===== src/rtl/acq_pkg.sv =====
`default_nettype none
// ============================================================================
//  Module   : acq_pkg
//  Purpose  : Shared types and constants for the acquisition window scheduler
//  Revision : 1.0 - initial release
// ============================================================================
package acq_pkg;

  // Width of the latched gate-window length (in ticks)
  localparam int unsigned c_GATE_W       = 24;
  // Width of the latched settle-interval length (in ticks)
  localparam int unsigned c_SETTLE_W     = 16;
  // Default width of the window index counter
  localparam int unsigned c_DEF_IDX_W    = 8;
  // Default tick divider: 50 MHz / 50 = 1 MHz tick
  localparam int unsigned c_DEF_TICK_DIV = 50;

  // Run sequencer states
  typedef enum logic [1:0] {
    ST_IDLE   = 2'd0,
    ST_SETTLE = 2'd1,
    ST_GATE   = 2'd2,
    ST_DONE   = 2'd3
  } acq_state_e;

  // Window length minus one, with a requested length of 0 treated as 1.
  // Storing length-1 lets the gate counter compare without ever exceeding it.
  function automatic logic [c_GATE_W-1:0] gate_len_m1(input logic [c_GATE_W-1:0] len);
    return (len == '0) ? '0 : (len - c_GATE_W'(1));
  endfunction

endpackage
`default_nettype wire


===== src/rtl/acq_tick_div.sv =====
`default_nettype none
// ============================================================================
//  Module   : acq_tick_div
//  Purpose  : Free-running tick divider with synchronous re-phase (clear)
//  Revision : 1.0 - initial release
// ============================================================================
module acq_tick_div #(
  parameter int unsigned TICK_DIV = 50
) (
  input  logic clk_i,
  input  logic reset_ni,
  input  logic clr_i,
  output logic tick_o
);

  localparam int unsigned          c_CNT_W   = (TICK_DIV > 1) ? $clog2(TICK_DIV) : 1;
  localparam logic [c_CNT_W-1:0]   c_CNT_MAX = c_CNT_W'(TICK_DIV - 1);

  logic [c_CNT_W-1:0] r_cnt;
  logic [c_CNT_W-1:0] w_cnt_nxt;
  logic               r_tick;

  // Next count: clear wins, otherwise count 0..TICK_DIV-1 and wrap
  always_comb begin
    w_cnt_nxt = r_cnt;
    if (clr_i) begin
      w_cnt_nxt = '0;
    end else if (r_cnt == c_CNT_MAX) begin
      w_cnt_nxt = '0;
    end else begin
      w_cnt_nxt = r_cnt + c_CNT_W'(1);
    end
  end

  // Count register; the strobe is registered alongside so it is high exactly
  // while the count is 0, yet stays low while reset holds everything at 0
  always_ff @(posedge clk_i or negedge reset_ni) begin
    if (!reset_ni) begin
      r_cnt  <= '0;
      r_tick <= 1'b0;
    end else begin
      r_cnt  <= w_cnt_nxt;
      r_tick <= (w_cnt_nxt == '0);
    end
  end

  assign tick_o = r_tick;

endmodule
`default_nettype wire


===== src/rtl/acq_window_sched.sv =====
`default_nettype none
// ============================================================================
//  Module   : acq_window_sched
//  Purpose  : Measurement window scheduler - settle interval followed by a
//             series of contiguous, tick-timed acquisition gate windows
//  Revision : 1.0 - initial release
// ============================================================================
module acq_window_sched
  import acq_pkg::*;
#(
  parameter int unsigned TICK_DIV = c_DEF_TICK_DIV,
  parameter int unsigned IDX_W    = c_DEF_IDX_W
) (
  input  logic                  clk_i,
  input  logic                  reset_ni,
  input  logic                  start_i,
  input  logic                  abort_i,
  input  logic [c_SETTLE_W-1:0] settle_ticks_i,
  input  logic [c_GATE_W-1:0]   gate_ticks_i,
  input  logic [IDX_W-1:0]      num_windows_i,
  output logic                  tick_o,
  output logic                  busy_o,
  output logic                  gate_o,
  output logic                  window_start_o,
  output logic                  window_end_o,
  output logic [IDX_W-1:0]      window_idx_o,
  output logic                  done_o,
  output logic                  aborted_o
);

  // --------------------------------------------------------------------------
  // State and registered outputs
  // --------------------------------------------------------------------------
  acq_state_e              r_state,    w_state_nxt;
  logic [c_SETTLE_W-1:0]   r_settle,   w_settle_nxt;
  logic [c_GATE_W-1:0]     r_gate_m1,  w_gate_m1_nxt;
  logic [IDX_W-1:0]        r_num,      w_num_nxt;
  logic [c_SETTLE_W-1:0]   r_tcnt,     w_tcnt_nxt;
  logic [c_GATE_W-1:0]     r_gcnt,     w_gcnt_nxt;
  logic                    r_busy,     w_busy_nxt;
  logic                    r_gate,     w_gate_nxt;
  logic                    r_wstart,   w_wstart_nxt;
  logic                    r_wend,     w_wend_nxt;
  logic [IDX_W-1:0]        r_idx,      w_idx_nxt;
  logic                    r_done,     w_done_nxt;
  logic                    r_aborted,  w_aborted_nxt;

  logic                    w_clr;
  logic                    w_tick;
  logic                    w_last_win;

  // Tick divider, re-phased on every accepted start
  acq_tick_div #(
    .TICK_DIV (TICK_DIV)
  ) u_tick_div (
    .clk_i    (clk_i),
    .reset_ni (reset_ni),
    .clr_i    (w_clr),
    .tick_o   (w_tick)
  );

  // The current window is the last one only in counted (non-continuous) mode
  assign w_last_win = (r_num != '0) && (r_idx == (r_num - IDX_W'(1)));

  // Next-state and next-output decode; abort has priority over every tick event
  always_comb begin
    w_state_nxt   = r_state;
    w_settle_nxt  = r_settle;
    w_gate_m1_nxt = r_gate_m1;
    w_num_nxt     = r_num;
    w_tcnt_nxt    = r_tcnt;
    w_gcnt_nxt    = r_gcnt;
    w_busy_nxt    = r_busy;
    w_gate_nxt    = r_gate;
    w_idx_nxt     = r_idx;
    w_wstart_nxt  = 1'b0;
    w_wend_nxt    = 1'b0;
    w_done_nxt    = 1'b0;
    w_aborted_nxt = 1'b0;
    w_clr         = 1'b0;

    unique case (r_state)
      ST_IDLE: begin
        if (start_i && !abort_i) begin
          w_settle_nxt  = settle_ticks_i;
          w_gate_m1_nxt = gate_len_m1(gate_ticks_i);
          w_num_nxt     = num_windows_i;
          w_tcnt_nxt    = '0;
          w_idx_nxt     = '0;
          w_busy_nxt    = 1'b1;
          w_clr         = 1'b1;
          w_state_nxt   = ST_SETTLE;
        end
      end

      ST_SETTLE: begin
        if (abort_i) begin
          w_busy_nxt    = 1'b0;
          w_gate_nxt    = 1'b0;
          w_aborted_nxt = 1'b1;
          w_state_nxt   = ST_IDLE;
        end else if (w_tick) begin
          if (r_tcnt >= r_settle) begin
            // Window 0 opens on tick n == settle
            w_gate_nxt   = 1'b1;
            w_wstart_nxt = 1'b1;
            w_idx_nxt    = '0;
            w_gcnt_nxt   = '0;
            w_state_nxt  = ST_GATE;
          end else begin
            w_tcnt_nxt = r_tcnt + c_SETTLE_W'(1);
          end
        end
      end

      ST_GATE: begin
        if (abort_i) begin
          w_busy_nxt    = 1'b0;
          w_gate_nxt    = 1'b0;
          w_aborted_nxt = 1'b1;
          w_state_nxt   = ST_IDLE;
        end else if (w_tick) begin
          if (r_gcnt >= r_gate_m1) begin
            // Window boundary: close this window and open the next, if any
            w_wend_nxt = 1'b1;
            if (w_last_win) begin
              w_gate_nxt  = 1'b0;
              w_busy_nxt  = 1'b0;
              w_done_nxt  = 1'b1;
              w_state_nxt = ST_DONE;
            end else begin
              w_wstart_nxt = 1'b1;
              w_idx_nxt    = r_idx + IDX_W'(1);
              w_gcnt_nxt   = '0;
            end
          end else begin
            w_gcnt_nxt = r_gcnt + c_GATE_W'(1);
          end
        end
      end

      ST_DONE: begin
        w_state_nxt = ST_IDLE;
      end

      default: begin
        w_state_nxt = ST_IDLE;
      end
    endcase
  end

  // State, configuration, counters and registered outputs
  always_ff @(posedge clk_i or negedge reset_ni) begin
    if (!reset_ni) begin
      r_state   <= ST_IDLE;
      r_settle  <= '0;
      r_gate_m1 <= '0;
      r_num     <= '0;
      r_tcnt    <= '0;
      r_gcnt    <= '0;
      r_busy    <= 1'b0;
      r_gate    <= 1'b0;
      r_wstart  <= 1'b0;
      r_wend    <= 1'b0;
      r_idx     <= '0;
      r_done    <= 1'b0;
      r_aborted <= 1'b0;
    end else begin
      r_state   <= w_state_nxt;
      r_settle  <= w_settle_nxt;
      r_gate_m1 <= w_gate_m1_nxt;
      r_num     <= w_num_nxt;
      r_tcnt    <= w_tcnt_nxt;
      r_gcnt    <= w_gcnt_nxt;
      r_busy    <= w_busy_nxt;
      r_gate    <= w_gate_nxt;
      r_wstart  <= w_wstart_nxt;
      r_wend    <= w_wend_nxt;
      r_idx     <= w_idx_nxt;
      r_done    <= w_done_nxt;
      r_aborted <= w_aborted_nxt;
    end
  end

  assign tick_o         = w_tick;
  assign busy_o         = r_busy;
  assign gate_o         = r_gate;
  assign window_start_o = r_wstart;
  assign window_end_o   = r_wend;
  assign window_idx_o   = r_idx;
  assign done_o         = r_done;
  assign aborted_o      = r_aborted;

endmodule
`default_nettype wire


===== config.mk =====
export PLATFORM = sky130hd
export DESIGN_NAME = acq_window_sched
export DESIGN_NICKNAME = d
export VERILOG_FILES = /design/src/rtl/acq_pkg.sv /design/src/rtl/acq_tick_div.sv /design/src/rtl/acq_window_sched.sv
export SDC_FILE = /design/constraint.sdc
export NUM_CORES = 1
export LEC_CHECK = 0
export ABC_AREA = 1
export CORE_MARGIN = 4
export CORE_UTILIZATION = 53
export DETAILED_ROUTE_END_ITERATION = 10
export PLACE_DENSITY_LB_ADDON = 0.3
export REMOVE_ABC_BUFFERS = 1
export SYNTH_ARGS = -nofsm -noshare
export SYNTH_HDL_FRONTEND = slang
export SYNTH_SLANG_ARGS = --single-unit

===== constraint.sdc =====
create_clock -name clk_i -period 2.1 [get_ports clk_i]
set_input_delay 0.315 -clock clk_i [delete_from_list [all_inputs] [get_ports clk_i]]
set_output_delay 0.315 -clock clk_i [all_outputs]
set_load 0.1 [all_outputs]

==> results.sh <==
export IMPL_ir_drop_mv=0.517
export IMPL_yosys_top_cells_area="dfrtp_1 37%, nand2_1 13%, ha_1 8.9%"
export IMPL_drt_total_wl_microns=18600
export IMPL_fin_nets=1280
export IMPL_core_sq_um=13900
export IMPL_finalPower_mw=9.02
export IMPL_cts_root_buf="clkbuf_16"
export IMPL_cts_buffer_depth=2
export IMPL_synth_seq_area_share=0.371
export IMPL_grt_overflow=0
export IMPL_powerDensity_nw_per_um2=906
export IMPL_max_cap_violations=0
export IMPL_setup_viol=52
export IMPL_max_slew_margin_rel=0.676
export IMPL_finalMaxSlewViolations=0
export IMPL_clkLatencyLatePin_ns=0.36
export IMPL_die_h_microns=127
export IMPL_grt_max_degree=42
export IMPL_areaGrowthSynthToFinish_pct=33.0
export IMPL_row_count=43
export IMPL_routedWlPerCell_microns=13.7
export IMPL_critPathArrivalTime_ns=2.53
export IMPL_grt_pass1_wl_microns=29800
export IMPL_htreeDepth=3
export IMPL_timing_fmax_ghz=0.440
export IMPL_die_area_sq_um=16100
export IMPL_dp_hpwl_microns=13400
export IMPL_fin_ws_ns=-0.172
export IMPL_mostFrequentLayoutCells="230 x nand2_1, 119 x nor2_1, 110 x dfrtp_1, 110 x buf_4, 99 x inv_1"
export IMPL_via_per_inst=5.16
export IMPL_critPathRequiredTime_ns=2.36
export IMPL_status="finished with violations"
export IMPL_synthesis_area_sq_um=7480
export IMPL_antenna_cells=0
export IMPL_rsz0062_at_grt="true"
export IMPL_critPathMaxFanout=8
export IMPL_grt_total_usage=0.222
export IMPL_start_util=0.539
export IMPL_crit_path_start_kind="flop"
export IMPL_failed_checks="negative setup slack"
export IMPL_worstMarginPinSlew_ns=0.487
export IMPL_grt_pass1_vias=6601
export IMPL_ys_ff_latch=111
export IMPL_leakage_nw=4.71
export IMPL_clk_pin_slew_ns=0.08
export IMPL_synth_warnings=0
export IMPL_critPathKind="reg2reg"
export IMPL_cp_end_kind="flop"
export IMPL_cts_sinks=111
export IMPL_antenna_found_initial=0
export IMPL_layout_commonest_cell="nand2_1"
export IMPL_drc=0
export IMPL_hold_class="in2async"
export IMPL_layout_cells_non_filler=1360
export IMPL_fin_skew_ns=0.0131
export IMPL_synth_edf_count=0
export IMPL_synth_top_cell_by_area="dfrtp_1"
export IMPL_dp_cells=1326
export IMPL_drive_above_1_share=0.232
export IMPL_pin_count=67
export IMPL_final_min_clock_period_ns=2.27
export IMPL_cts_tree="built"
export IMPL_synth_top_area_frac=0.371
export IMPL_die_w_microns=127
export IMPL_post_place_ws_ns=-0.110
export IMPL_numCtsBuffers=9
export IMPL_finalHoldViolCount=0
export IMPL_synth_ff_type="dfrtp_1"
export IMPL_async_flop_share=1.00
export IMPL_detail_route_first_pass_iterations=5
export IMPL_postRouteAntennaNets=0
export IMPL_vias=7021
export IMPL_avgSynthCellArea_sq_um=7.41
export IMPL_min_period_over_period=1.08
export IMPL_routabilityCongestion=0.902
export IMPL_final_util=0.717
export IMPL_port_buffers=66
export IMPL_yosysUniqueCellTypes=40
export IMPL_drt_initial_drc_count=463
export IMPL_postSynthCellCount=1010
[cells by family (layout without fill, tap and decap cells)]
| family | after synthesis | count (layout) | share of synthesized area |
|---|---|---|---|
| simple gates | 555 | 557 | 0.326 |
| buf+inv | 140 | 308 | 0.0742 |
| flops | 111 | 111 | 0.371 |
| compound gates | 90 | 90 | 0.0682 |
| xor+xnor | 61 | 61 | 0.0714 |
| fa+ha+maj | 53 | 53 | 0.0886 |
[worst paths after layout]
check	to	cells after the start	slack [ns]	startpoint
max in group asynchronous	u_tick_div.r_cnt[1]	3	1.05	reset_ni
setup reg to reg	r_tcnt[10]	11	-0.17	r_settle[11]
hold / removal	r_num[2]	2	0.46	reset_ni
hold reg to reg	r_settle[0]	2	0.49	r_settle[0]
min in group clk_i	r_settle[0]	2	0.49	r_settle[0]
setup / recovery	r_tcnt[10]	11	-0.17	r_settle[11]
[stage by stage]
step	setup TNS (ns)	area (sq um)	hold slack, ns
after floorplan	-32.12	7360	0.0194
after global placement	-1.48	8970	0.306
after detailed placement	-3.71	8970	0.310
after CTS	0	9320	0.469
after global routing	-10.29	9960	0.501
final	-3.80	9960	0.458
[layer usage]
layer,GRT usage,share of wire,wire (microns)
met1,0.307,0.46,8610
met2,0.369,0.49,9040
met3,0.0278,0.034,633
met4,0.0631,0.018,337
met5,0,0,0
[cell usage after synthesis (all sizes together) (5+ instances only)]
cell type	n
inv	113
o22ai	24
a21oi	22
clkbuf	11
o21ai	36
ha	53
xor2	39
nand3	87
nor3b	5
xnor2	22
dfrtp	111
nand2	277
buf	13
nand4	18
nor3	28
nor4	6
nor2	130
[registers in the layout, indices dropped and copies added, names as in the netlist, 2 cells and up]
signal,cells
r_gcnt,24
window_idx_o,8
r_state,2
u_tick_div.r_cnt,6
r_num,8
r_settle,16
r_tcnt,16
r_gate_m1,24
[final cells by class]
| class | count | area [sq um] |
|---|---|---|
| clock buffers | 12 | 246 |
| multi-input cells | 761 | 4670 |
| well taps | 180 | 225 |
| inverters | 116 | 435 |
| repair buffers | 176 | 1580 |
| flip-flops and latches | 111 | 2780 |
| fillers | 1099 | 3930 |
| clock inverters | 4 | 27.5 |
[report_power, final]
part | internal (mW) | switching [mW]
clock network | 0.844 | 0.792
logic | 1.69 | 2.70
registers | 2.69 | 0.303
total | 5.23 | 3.79
[worst max-delay path, stage by stage (launching register included)]
cell and delay (ns):
dfrtp_1 0.39, inv_2 0.09, ha_4 0.21, a21oi_1 0.22, o21ai_1 0.16, a21oi_2 0.23
nand4_1 0.13, buf_4 0.18, o22ai_4 0.25, nand2_4 0.17, nand2_2 0.10, nand2_2 0.04
[timing repair]
item / in CTS / in global routing
setup endpoints to repair: 48 / 54
resized for setup: 10 / 120
endpoints found under the hold margin: 33 / 0
buffers inserted: 4 / 10
pin swaps: 2 / 47
gates cloned: 0 / 3
hold buffers: 1 / 0
Power figures use the tool's default switching activity.
==> edit 1, RTL diff (same flow settings) <==
Add an input register stage for `start_i`, `abort_i`, `settle_ticks_i`, `gate_ticks_i` and `num_windows_i`; this delays them by one clock.
--- a/src/rtl/acq_window_sched.sv
+++ b/src/rtl/acq_window_sched.sv
@@ -30,2 +30,16 @@
 
+  logic start_q;
+  logic abort_q;
+  logic [c_SETTLE_W-1:0] settle_ticks_q;
+  logic [c_GATE_W-1:0] gate_ticks_q;
+  logic [IDX_W-1:0] num_windows_q;
+
+  always_ff @(posedge clk_i) begin
+    start_q        <= start_i;
+    abort_q        <= abort_i;
+    settle_ticks_q <= settle_ticks_i;
+    gate_ticks_q   <= gate_ticks_i;
+    num_windows_q  <= num_windows_i;
+  end
+
   // --------------------------------------------------------------------------
@@ -83,6 +97,6 @@
       ST_IDLE: begin
-        if (start_i && !abort_i) begin
-          w_settle_nxt  = settle_ticks_i;
-          w_gate_m1_nxt = gate_len_m1(gate_ticks_i);
-          w_num_nxt     = num_windows_i;
+        if (start_q && !abort_q) begin
+          w_settle_nxt  = settle_ticks_q;
+          w_gate_m1_nxt = gate_len_m1(gate_ticks_q);
+          w_num_nxt     = num_windows_q;
           w_tcnt_nxt    = '0;
@@ -96,3 +110,3 @@
       ST_SETTLE: begin
-        if (abort_i) begin
+        if (abort_q) begin
           w_busy_nxt    = 1'b0;
@@ -116,3 +130,3 @@
       ST_GATE: begin
-        if (abort_i) begin
+        if (abort_q) begin
           w_busy_nxt    = 1'b0;
Function: changed (a bounded check fails within 4 cycles, from zero or initial values and one cycle with reset_ni low).
==> edit 1 against the original RTL <==
- the flow still finishes with violations (setup timing)
- final area is 15% higher
- sequential cell count grew 50
- core utilization decreased by 0.38 points
- sequential share of layout area rose by 5.0 points
- routed wire length grew 20%
- setup slack better by 0.041 ns
- area after synthesis is 18% higher
- total power increased by 43%
- critical path type unchanged
- largest power group unchanged
==> edit 1: results (changes against the original RTL) <==
[power]
ir_drop_uv = 914.7  ; +77%
p_leak_nw = 5.470  ; +16%

[global_route]
grt_usage = 0.2343  ; +0.01189
grt_pass1_wl_um = 35070  ; +18%
grt_antenna_before_repair = 0  ; unchanged
first_global_vias = 7267  ; +10%
grt_max_degree = 112  ; +170%

[detailed_routing]
wl_met3_um = 1224  ; +93%
routedWlPerCell_um = 14.69  ; +7.3%
drt-met1-wl_um = 10120  ; +18%
ant_nets = 0  ; unchanged
first_pass_iters = 5  ; unchanged
top_layer = met4
vias = 8039  ; +14%
drt_iter0_markers = 609  ; +32%
wl_met2_um = 10680  ; +18%

[setup_path]
timing.rr.start = r_gate_m1[11]
worstSetupStartpointType = flip-flop
slowest_delay_ns = 0.37  ; -0.02 ns
cp_slowest_cell = dfrtp_1
worstPathArrival_ns = 2.60  ; +0.07 ns
endpoint = r_gcnt[21]
r2r_end = r_gcnt[21]
path_max_fanout = 7  ; -1
crit_family = simple AND/OR/NAND/NOR gates
reg2regPathDepth = 14  ; +3

[clocking]
clockRootBuffer = clkbuf_16
cts.clk_slew.worst_paths_ns = 0.06  ; -0.02 ns
insertion_delay_ns = 0.43  ; +0.07 ns
cts_buffer_depth = 2  ; unchanged
cts_made_buffers = 17  ; +8
htreeDepth = 4  ; +1

[cells_and_area]
reg.largest.list = gate_ticks_q: 24 flops, r_gate_m1: 24 flops, r_gcnt: 24 flops
diodes = 0  ; unchanged
areaGrowthSynthToFinish_pct = 30.17
nets = 1395  ; +9.0%
drive_gt1_frac = 0.2203  ; -0.01194

[yosys]
synth.area.top_cells = dfrtp_1 31%, nand2_1 12%, dfxtp_1 11%, ha_1 7.5%, inv_1 5.8%
yosysWarningCount = 0  ; unchanged
synth_common_cells = 288 x nand2_1, 137 x inv_1, 121 x nor2_1
ys_seq_area_frac = 0.4278  ; +0.05671
synth-main-ff-cell = dfrtp_1
synth.distinct_cells = 45  ; +13%
synthArstFlopShare = 0.6894  ; -0.3106

[sta]
tns_ns = -1.537  ; +2.259 ns
clock_skew_ns = 0.007669  ; -0.005447 ns
setup_viol = 39  ; -25%
hold_viol = 0  ; unchanged
holdWs_ns = 0.3192  ; -0.1393 ns
layout_setup_ws_ns = -0.1317  ; +0.04055 ns
tightest_slew_ns = 0.6589  ; +0.1724 ns

[min_path]
hold_class = input pin to flip-flop

[outcome]
violations = setup timing
status = finished, violations left

[place]
portBuffers = 66  ; unchanged
gp_congestion = 0.9178  ; +1.7%
dp_hpwl_um = 14620  ; +8.9%
place_area_sq_um = 10220  ; +14%

[edit 1: cell count changes after synthesis, sizes merged, moves of 9 or more]
cell,unedited run,this run
nand2,277,291
o21ai,36,45
nand4,18,37
inv,113,144
dfxtp,0,50
or2,1,13
[edit 1: stage by stage]
| step | cells | setup slack (ns) |
|---|---|---|
| floorplan | 1100 | -0.7337 |
| global placement | 1466 | -0.09398 |
| detailed placement | 1466 | -0.1706 |
| CTS | 1507 | -0.008043 |
| global route | 1519 | -0.2309 |
| finish | 1519 | -0.1317 |
[edit 1: worst min path at each step]
| stage | start | to | depth (start not counted) |
|---|---|---|---|
| final | settle_ticks_i[13] | settle_ticks_q[13] | 1 |
| after global routing | gate_ticks_i[12] | gate_ticks_q[12] | 1 |
| after CTS | gate_ticks_i[8] | gate_ticks_q[8] | 1 |
| after detailed placement | settle_ticks_q[2] | r_settle[2] | 2 |
| after global placement | settle_ticks_q[7] | r_settle[7] | 2 |
| after floorplan | reset_ni | aborted_o | 0 |
[edit 1: per-layer routing]
metal / vias up / track usage
li1: 3968 / -
met2: 244 / 0.3651
met1: 3791 / 0.3346
met5: - / 0
met3: 36 / 0.04926
met4: 0 / 0.05876
[edit 1: layout make-up]
cell class / instances / area (sq um)
multi-input combinational: 796 / 4836
fill: 1197 / 4618
sequential: 161 / 3779
timing repair buffer: 170 / 1538
inverter: 144 / 540.5
clock buffer: 23 / 479.2
tap: 216 / 270.3
clock inverter: 9 / 55.05
[edit 1: timing repair]
item                                   4_1_cts  5_1_grt
resized for setup                           18      126
pin swaps                                    5       49
setup endpoints to repair                   34       69
cloned                                       2        2
hold buffers                                 1        0
endpoints found under the hold margin        7        0
buffers inserted                             6       11
[edit 1: worst reg2reg max path, cell delays in order (launching register included)]
cell and delay (ns):
dfrtp_1 0.37, inv_1 0.10, ha_1 0.25, nand2_1 0.11, inv_1 0.04, nand2_1 0.07
nand2_1 0.06, nand2_1 0.07, nand2_2 0.08, nand2_1 0.13, nand4_4 0.13, buf_4 0.19
nor3_1 0.36, nand3_2 0.13, nand2_1 0.07
[edit 1: logic make-up (layout without fill, tap and decap cells)]
| family | count (synthesis) | in the layout | synth area share |
|---|---|---|---|
| simple gates | 587 | 588 | 0.2974 |
| flops | 161 | 161 | 0.4278 |
| xor+xnor | 50 | 50 | 0.04958 |
| compound gates | 105 | 105 | 0.06984 |
| buf+inv | 172 | 346 | 0.08032 |
| fa+ha+maj | 53 | 53 | 0.07508 |
[edit 1: power breakdown]
group | switching (mW) | total (mW) | internal [mW] | leakage (nW)
sequential | 0.327 | 4.04 | 3.71 | 1.88
clock | 1.24 | 2.85 | 1.61 | 0.271
combinational | 3.70 | 6.03 | 2.33 | 3.32
total | 5.27 | 12.9 | 7.65 | 5.47
==> edit 2, RTL diff (config.mk and constraints unchanged) <==
Without the edit above. Change the package constant `c_GATE_W` from 24 to 48.
--- a/src/rtl/acq_pkg.sv
+++ b/src/rtl/acq_pkg.sv
@@ -9,3 +9,3 @@
   // Width of the latched gate-window length (in ticks)
-  localparam int unsigned c_GATE_W       = 24;
+  localparam int unsigned c_GATE_W       = 48;
   // Width of the latched settle-interval length (in ticks)
Ports: changed (resized gate_ticks_i); port bits go from 67 to 91. The function was not compared with the original's and may differ.
==> edit 2 against the original RTL <==
- the flow still finishes with violations (setup timing)
- core utilization increased by 4.9 points
- sequential cell count increased by 48
- critical path type unchanged
- routed wire length increased by 120%
- sequential power increased by 43%
- synthesized cell count increased by 65%
- area after synthesis increased by 59%
- total power increased by 54%
- combinational power increased by 47%
- setup slack got worse by 0.10 ns
- final area increased by 69%
- worst hold slack got worse by 0.055 ns
- non-clock buffer count increased by 183
==> edit 2: results (changes against the original RTL) <==
[detailed_routing]
routed_wl_um = 40130  ; +120%
drt_iter0_markers = 1389  ; +200%
viasPerCell = 5.558  ; +7.7%

[power]
p_leak_nw = 7.679  ; +63%
ir_drop_uv = 614.2  ; +19%
power.internal_mw = 8.228  ; +57%

[global_route]
grt_antenna_before_repair = 0  ; unchanged
grt_usage = 0.2976  ; +0.07512
first_global_vias = 12060  ; +83%
grt_pass1_wl_um = 59600  ; +100%
grt_max_degree = 52  ; +24%

[place]
portBuffers = 90  ; +36%
dp_hpwl_um = 26910  ; +100%
gp_congestion = 0.9757  ; +8.2%

[clocking]
cts.clk_slew.worst_paths_ns = 0.07
cts_made_buffers = 17  ; +8
htreeDepth = 4  ; +1
insertion_delay_ns = 0.44  ; +0.08 ns

[setup_path]
crit_family = simple AND/OR/NAND/NOR gates
worstPathArrival_ns = 2.69  ; +0.16 ns
path_max_fanout = 14  ; +6
slowest_delay_ns = 0.42  ; +0.03 ns

[outcome]
status = finished, violations left
violations = setup timing

[cells_and_area]
nets = 2154  ; +68%
reg.largest.list = r_gate_m1: 48 flops, r_gcnt: 48 flops
drive_gt1_frac = 0.2936  ; +0.06139

[yosys]
synth.area.top_cells = dfrtp_1 33%, nand2_1 13%, ha_1 8.1%, nor2_1 7.3%, inv_1 5.7%
synth.distinct_cells = 43  ; +7.5%
synth_common_cells = 409 x nand2_1, 231 x nor2_1, 182 x inv_1
ys_seq_area_frac = 0.3349  ; -0.03624

[sta]
relSlewSlack = 0.5819  ; -0.09378
setup_viol = 79  ; +52%
clock_skew_ns = 0.01306  ; -0.00005460 ns
layout_setup_ws_ns = -0.2723  ; -0.1001 ns

[edit 2: cell count changes after synthesis, moves of 34 or more]
cell     delta
dfrtp_1    +48
inv_1      +71
nand2_1   +149
nand4_1    +35
nor2_1    +109
o21ai_0    +74
xor2_1     +34
[edit 2: layer usage]
metal / GRT usage / share of wire / routed length, um / vias up
met2: 0.4753 / 0.47 / 18850 / 546
met5: 0 / 0 / 0 / -
li1: - / - / - / 6064
met4: 0.06964 / 0.029 / 1146 / 0
met3: 0.05604 / 0.073 / 2915 / 106
met1: 0.4212 / 0.43 / 17210 / 6034
[edit 2: layout make-up]
class	count	area, sq um
multi-input combinational	1278	7981
sequential	159	3979
antenna	1	2.502
tap	280	350.3
clock buffer	20	456.7
timing repair buffer	359	3217
clock inverter	11	131.4
fill	1580	5137
inverter	186	703.2
[edit 2: per-stage QoR]
stage                     utilization  std cells  setup slack [ns]  setup TNS (ns)  cell area (sq um)
final                          0.7660       2294           -0.2723          -14.72              16820
after global routing           0.7659       2293           -0.3559          -23.17              16820
after global placement         0.6734       2237           -0.2138          -13.35              14790
after detailed placement       0.6734       2237           -0.2534          -19.84              14790
after floorplan                     -       1621            -3.415         -254.96              11600
after CTS                      0.7193       2281           -0.1794          -7.540              15790
[edit 2: path summary, 6_finish.rpt]
path                                        from             to  slack (ns)  depth (start not counted)
max in group asynchronous               reset_ni     r_gcnt[33]        1.00                          3
worst min-delay path                    reset_ni  r_gate_m1[11]        0.40                          2
min in group clk_i              num_windows_i[5]       r_num[5]        0.44                          3
worst max register to register        r_gcnt[25]     r_gcnt[17]       -0.27                         11
worst min register to register       r_settle[0]    r_settle[0]        0.48                          2
worst max-delay path                  r_gcnt[25]     r_gcnt[17]       -0.27                         11
[edit 2: cells by family (layout without fill, tap and decap cells)]
logic type | after synthesis | after routing | share of synthesized area
adders and majority gates | 77 | 77 | 0.08109
xor gates and xnor gates | 88 | 88 | 0.06603
AOI/OAI and AO/OA | 195 | 195 | 0.09615
buffers and inverters | 235 | 576 | 0.08203
and+or+nand+nor | 916 | 918 | 0.3398
other | 0 | 1 | 0
DFF | 159 | 159 | 0.3349
[edit 2: power by group through the flow]
stage	Sequential [mW]	Combinational (mW)	Clock (mW)
floorplan	4.45	2.84	0
global placement	4.24	4.70	0
detailed placement	4.27	4.89	0
CTS	4.23	5.27	3.18
global route	4.37	7.12	3.31
finish	4.28	6.47	3.18
[edit 2: timing repair]
action | in CTS | in global routing
setup buffers | 6 | 6
setup endpoints to repair | 70 | 82
hold buffers | 1 | 0
cloned | 6 | 7
pin swaps | 8 | 52
gates resized for setup | 53 | 221
endpoints found under the hold margin | 47 | 0
